===== config.mk =====
export PLATFORM = sky130hd
export DESIGN_NAME = stream_mux_arb
export DESIGN_NICKNAME = d
export VERILOG_FILES = /design/src/rtl/stream_mux_pkg.sv /design/src/rtl/stream_mux_arb_rr_arbiter.sv /design/src/rtl/stream_mux_arb.sv
export SDC_FILE = /design/constraint.sdc
export NUM_CORES = 1
export LEC_CHECK = 0
export ABC_AREA = 1
export BUFFER_PORTS_ARGS = -buffer_cell sky130_fd_sc_hd__clkbuf_2
export CAP_MARGIN = 20
export CORE_MARGIN = 1.5
export CORE_UTILIZATION = 43
export DETAILED_ROUTE_END_ITERATION = 7
export HOLD_SLACK_MARGIN = 0.02
export PLACE_DENSITY = 0.77
export SLEW_MARGIN = 20
export SYNTH_ARGS = -nofsm -noshare
export SYNTH_HDL_FRONTEND = slang
export SYNTH_SLANG_ARGS = --single-unit

===== constraint.sdc =====
create_clock -name clk -period 3.3 [get_ports clk]
set_input_delay 0.825 -clock clk [delete_from_list [all_inputs] [get_ports clk]]
set_output_delay 0.825 -clock clk [all_outputs]
set_load 0.005 [all_outputs]

===== src/rtl/stream_mux_pkg.sv =====
// Shared definitions for the N-channel registered stream multiplexer.
// Mode encodings and the select-width helper used by the top and arbiter.
package stream_mux_pkg;

  localparam logic MODE_SEL = 1'b0;
  localparam logic MODE_RR  = 1'b1;

  // Channel-id width; a 1- or 2-channel mux still needs a 1-bit id.
  function automatic int unsigned clog2_safe(input int unsigned n);
    return (n <= 2) ? 1 : $clog2(n);
  endfunction

endpackage : stream_mux_pkg


===== src/rtl/stream_mux_arb_rr_arbiter.sv =====
// Combinational round-robin arbiter: rotate requests to start after ptr,
// priority-encode the lowest set bit, then rotate the offset back.
module rr_arbiter
  import stream_mux_pkg::*;
#(
  parameter  int unsigned N_CH  = 4,
  localparam int unsigned SEL_W = clog2_safe(N_CH)
) (
  input  logic [N_CH-1:0]  req,
  input  logic [SEL_W-1:0] ptr,
  output logic             gnt_vld,
  output logic [SEL_W-1:0] gnt_id
);

  logic [SEL_W-1:0] w_start;
  logic [N_CH-1:0]  w_rot;
  logic [SEL_W-1:0] w_off;
  logic [SEL_W:0]   w_sum;
  int               w_idx;

  // Search starts one past the last winner; pointer at the top wraps to ch0.
  always_comb begin
    w_start = (32'(ptr) >= N_CH - 1) ? '0 : ptr + SEL_W'(1);
  end

  always_comb begin
    w_rot = '0;
    w_idx = 0;
    for (int k = 0; k < int'(N_CH); k++) begin
      w_idx = int'(w_start) + k;
      if (w_idx >= int'(N_CH)) w_idx = w_idx - int'(N_CH);
      w_rot[k] = req[w_idx];
    end
  end

  always_comb begin
    gnt_vld = 1'b0;
    w_off   = '0;
    for (int i = int'(N_CH) - 1; i >= 0; i--) begin
      if (w_rot[i]) begin
        gnt_vld = 1'b1;
        w_off   = SEL_W'(i);
      end
    end
  end

  always_comb begin
    w_sum  = (SEL_W+1)'(w_start) + (SEL_W+1)'(w_off);
    gnt_id = (32'(w_sum) >= N_CH) ? SEL_W'(w_sum - (SEL_W+1)'(N_CH)) : SEL_W'(w_sum);
  end

endmodule : rr_arbiter


===== src/rtl/stream_mux_arb.sv =====
// N-channel valid/ready stream mux with external-select or round-robin choice
// feeding a single registered output stage.
module stream_mux_arb
  import stream_mux_pkg::*;
#(
  parameter  int unsigned N_CH   = 4,
  parameter  int unsigned DATA_W = 8,
  localparam int unsigned SEL_W  = clog2_safe(N_CH)
) (
  input  logic                   clk,
  input  logic                   rst_n,
  input  logic                   mode,
  input  logic [SEL_W-1:0]       sel,
  input  logic [N_CH*DATA_W-1:0] in_data,
  input  logic [N_CH-1:0]        in_valid,
  output logic [N_CH-1:0]        in_ready,
  output logic [DATA_W-1:0]      out_data,
  output logic                   out_valid,
  input  logic                   out_ready,
  output logic [SEL_W-1:0]       out_ch
);

  logic              r_out_valid;
  logic [DATA_W-1:0] r_out_data;
  logic [SEL_W-1:0]  r_out_ch;
  logic [SEL_W-1:0]  r_rr_ptr;

  logic              w_load_en;
  logic              w_sel_vld;
  logic              w_rr_vld;
  logic [SEL_W-1:0]  w_rr_id;
  logic              w_gnt_vld;
  logic [SEL_W-1:0]  w_gnt_id;
  logic              w_xfer;
  logic [DATA_W-1:0] w_data;

  rr_arbiter #(.N_CH(N_CH)) u_rr_arbiter (
    .req     (in_valid),
    .ptr     (r_rr_ptr),
    .gnt_vld (w_rr_vld),
    .gnt_id  (w_rr_id)
  );

  assign w_load_en = !r_out_valid || out_ready;

  // Explicit compare loop keeps out-of-range sel idle and X-free.
  always_comb begin
    w_sel_vld = 1'b0;
    for (int i = 0; i < int'(N_CH); i++) begin
      if ((sel == SEL_W'(i)) && in_valid[i]) w_sel_vld = 1'b1;
    end
  end

  always_comb begin
    w_gnt_vld = 1'b0;
    w_gnt_id  = '0;
    if (mode == MODE_RR) begin
      w_gnt_vld = w_rr_vld;
      w_gnt_id  = w_rr_id;
    end else begin
      w_gnt_vld = w_sel_vld;
      w_gnt_id  = sel;
    end
  end

  assign w_xfer = w_gnt_vld && w_load_en;

  always_comb begin
    in_ready = '0;
    w_data   = '0;
    for (int i = 0; i < int'(N_CH); i++) begin
      if (w_gnt_id == SEL_W'(i)) begin
        in_ready[i] = w_xfer;
        w_data      = in_data[i*DATA_W +: DATA_W];
      end
    end
  end

  // Output stage and round-robin pointer; pointer moves only on RR transfers.
  always_ff @(posedge clk or negedge rst_n) begin
    if (!rst_n) begin
      r_out_valid <= 1'b0;
      r_out_data  <= '0;
      r_out_ch    <= '0;
      r_rr_ptr    <= SEL_W'(N_CH - 1);
    end else begin
      if (w_xfer) begin
        r_out_valid <= 1'b1;
        r_out_data  <= w_data;
        r_out_ch    <= w_gnt_id;
        if (mode == MODE_RR) r_rr_ptr <= w_gnt_id;
      end else if (out_ready) begin
        r_out_valid <= 1'b0;
      end
    end
  end

  assign out_valid = r_out_valid;
  assign out_data  = r_out_data;
  assign out_ch    = r_out_ch;

endmodule : stream_mux_arb

==> results.cfg <==
[die]
die-area_mm2 = 0.003304
start_util_pct = 45.88
rows = 19
die_h_um = 57.48
io_pins = 57
coreArea_mm2 = 0.002781
die_w_um = 57.48

[timing]
max-slew-margin-rel_pct = 79.19
tightest_slew_ns = 0.3111
period_needed_ns = 3.411
post-route-period-util_pct = 103.4
setup_slack_ns = -0.1114
finClkSkew_ns = 0.002407
drv_slew = 0
fmax_mhz = 293.1
finalHoldViolations = 0
rsz0062_at_grt = true
finalSetupViolations = 4
whs_ns = 0.4222

[global_routing]
use_met2_pct = 31.17
met1_usage_pct = 29.55
grt_max_degree = 20
antenna_found_initial = 0
grt_overflow = 0
grt_pass1_vias = 1224
busiest_layer = met2
grt_use_total_pct = 20.33
grt_pass1_wl_um = 5292
use_met3_pct = 1.134

[layout]
final_area_mm2 = 0.001838
area_delta_synth_final_pct = 44.02
n_fill_cell = 264
drive_gt1_share_pct = 46.57
antenna_cells = 0
final-seq-area_um2 = 327.8
multi_input_area_um2 = 849.6
num-nets-final = 322

[worst_setup_path]
crit_fanout = 8
worst-r2r-cell-count = 21
required_ns = 2.47
critPathKind = reg -> out
critPathCaptureType = output port
cp.arrival_ns = 2.59
start_kind = flop

[min_path]
min_path_type = in -> async

[synth]
synthDistinctLibCells = 31
synth_flop_cell = dfrtp_1
synth-edff-count = 0
synth.most_common_cell = nand2_1
synth_mux_area_share_pct = 0
async_flop_share_pct = 100.0
synth_top_cell_by_area = dfrtp_1
synth_common_cells = nand2_1 (63), inv_1 (17), nand4_1 (17), nand3_1 (12)
yosys_warnings = 0
synth_compound_area_share_pct = 6.078
yosys-top-cells-area = dfrtp_1 (22%), nand2_1 (19%), nand4_1 (8.3%), inv_1 (5.0%), nand2_2 (4.9%)
synth-xor-area-share_pct = 0.6863
yosys_register_bits = 13
synth_nets = 238
netlist_instances = 194
synth-simple-area-share_pct = 54.41
synth_top_area_share_pct = 21.57
synth_top_family_by_area = simple AND/OR/NAND/NOR gates
synth_fa_ha_area_share_pct = 1.961
syn_area_mm2 = 0.001276
ys_seq_area_share_pct = 25.69
synth.avg_cell_area_um2 = 6.578

[detailed_routing]
ant_nets = 0
post_drt_wl_per_cell_um = 11.26
route.detailed.drc = 0
dr.first_iter.drc_count = 55
vias = 1512
wl_um = 3468
drt-pass1-iter-count = 5
viasPerCell = 4.909

[placement]
io_buffers = 56
gp_congestion = 0.9176
postPlaceCellArea_mm2 = 0.001678
dp_hpwl_um = 2691
place_ws_ns = -0.06644

[clock_tree]
numCtsBuffers = 3
clk_path_buf_depth = 2
cts_hold_buffers = 0
numClockSinks = 13
clk_pin_slew_ns = 0.07
htreeDepth = 1
clkLatencyLatePin_ns = 0.28
cts-root-buf = clkbuf_4
cts_tree = built

[power_and_ir_drop]
p_leak_nw = 1.056
powerDensity_mw_per_mm2 = 1212
worst_ir_drop_vdd_mv = 0.7816
power_mw = 2.227

[flow_run]
maxCapViolations = 0

[status]
outcome = finished, violations left
violations = setup timing
flip-flops by register name, summed over array words and instances, names as in the netlist:
| name | count |
|---|---|
| out_ch | 2 |
| out_valid | 1 |
| out_data | 8 |
| r_rr_ptr | 2 |
final cells by class:
type / count / share of cell area (%)
repair buffers: 87 / 27.91
flip-flops and latches: 13 / 17.84
clock buffers: 4 / 1.430
inverters: 22 / 4.493
multi-input cells: 151 / 46.22
well taps: 31 / 2.110
cell usage in the layout (no fill, tap or decap), types with 2 or more instances in the layout:
master | Yosys | final
nand2_2 | 10 | 11
o21ai_0 | 4 | 3
clkbuf_4 | 0 | 3
nand3b_1 | 6 | 6
nand3_2 | 5 | 5
inv_2 | 5 | 6
buf_4 | 2 | 31
dfstp_2 | 2 | 2
nand4_1 | 17 | 17
inv_1 | 17 | 16
dfrtp_1 | 11 | 11
nor2_1 | 11 | 9
nor2_2 | 1 | 2
o21ai_1 | 6 | 6
clkbuf_2 | 0 | 55
nand3_1 | 12 | 12
or2_2 | 2 | 2
nand2_4 | 2 | 2
nor2_4 | 2 | 3
nand2_1 | 63 | 62
metrics by stage:
stage	utilization, %	setup TNS, ns	std cells
final	66.08	-0.3699	308
after global routing	66.08	-1.060	308
after CTS	65.00	-0.3724	304
after detailed placement	60.32	-0.1159	292
after global placement	60.32	-0.08014	292
after floorplan	-	0	194
worst paths after layout:
check	endpoint	slack, ns	start
worst max-delay path	in_ready[0]	-0.11	r_rr_ptr[0]
worst min-delay path	out_valid	0.42	rst_n
worst max register to register	out_data[4]	0.48	r_rr_ptr[0]
worst min register to register	out_data[5]	0.48	out_data[5]
max in group asynchronous	r_rr_ptr[0]	2.59	rst_n
min in group clk	out_data[5]	0.48	out_data[5]
critical path, stage by stage (launching register included):
cell and delay, ns:
dfstp_2 0.56, ha_4 0.16, inv_2 0.04, nand2_4 0.09, nand2_1 0.06, nand3_1 0.07
nand2_1 0.08, buf_4 0.13, buf_4 0.11, buf_4 0.13, nand4_1 0.09, nand3_1 0.17
nor2_4 0.20, inv_2 0.06, nor3_2 0.19, clkbuf_2 0.14
routing by layer:
layer  up-vias  part of all wire (%)
met2        42                    48
li1        800                     -
met1       663                    46
met4         0                   1.8
met3         7                   4.2
met5         -                     0
logic make-up after synthesis:
kind of cell | after synthesis
adders and majority gates | 2
buffers and inverters | 30
DFF | 13
and+or+nand+nor | 134
xor gates and xnor gates | 1
AOI/OAI and AO/OA | 14
report_power, final:
group          switching (mW)  internal (mW)
logic                    1.01          0.836
registers              0.0437          0.246
clock network          0.0487         0.0470
total                    1.10           1.13
what timing repair did:
| item | CTS | global route |
|---|---|---|
| setup endpoints to repair | 4 | 4 |
| buffers inserted | 8 | 4 |
| pin swaps | 10 | 9 |
| cloned | 0 | 0 |
| gates resized for setup | 12 | 1 |
(Power assumes the default switching activity.)
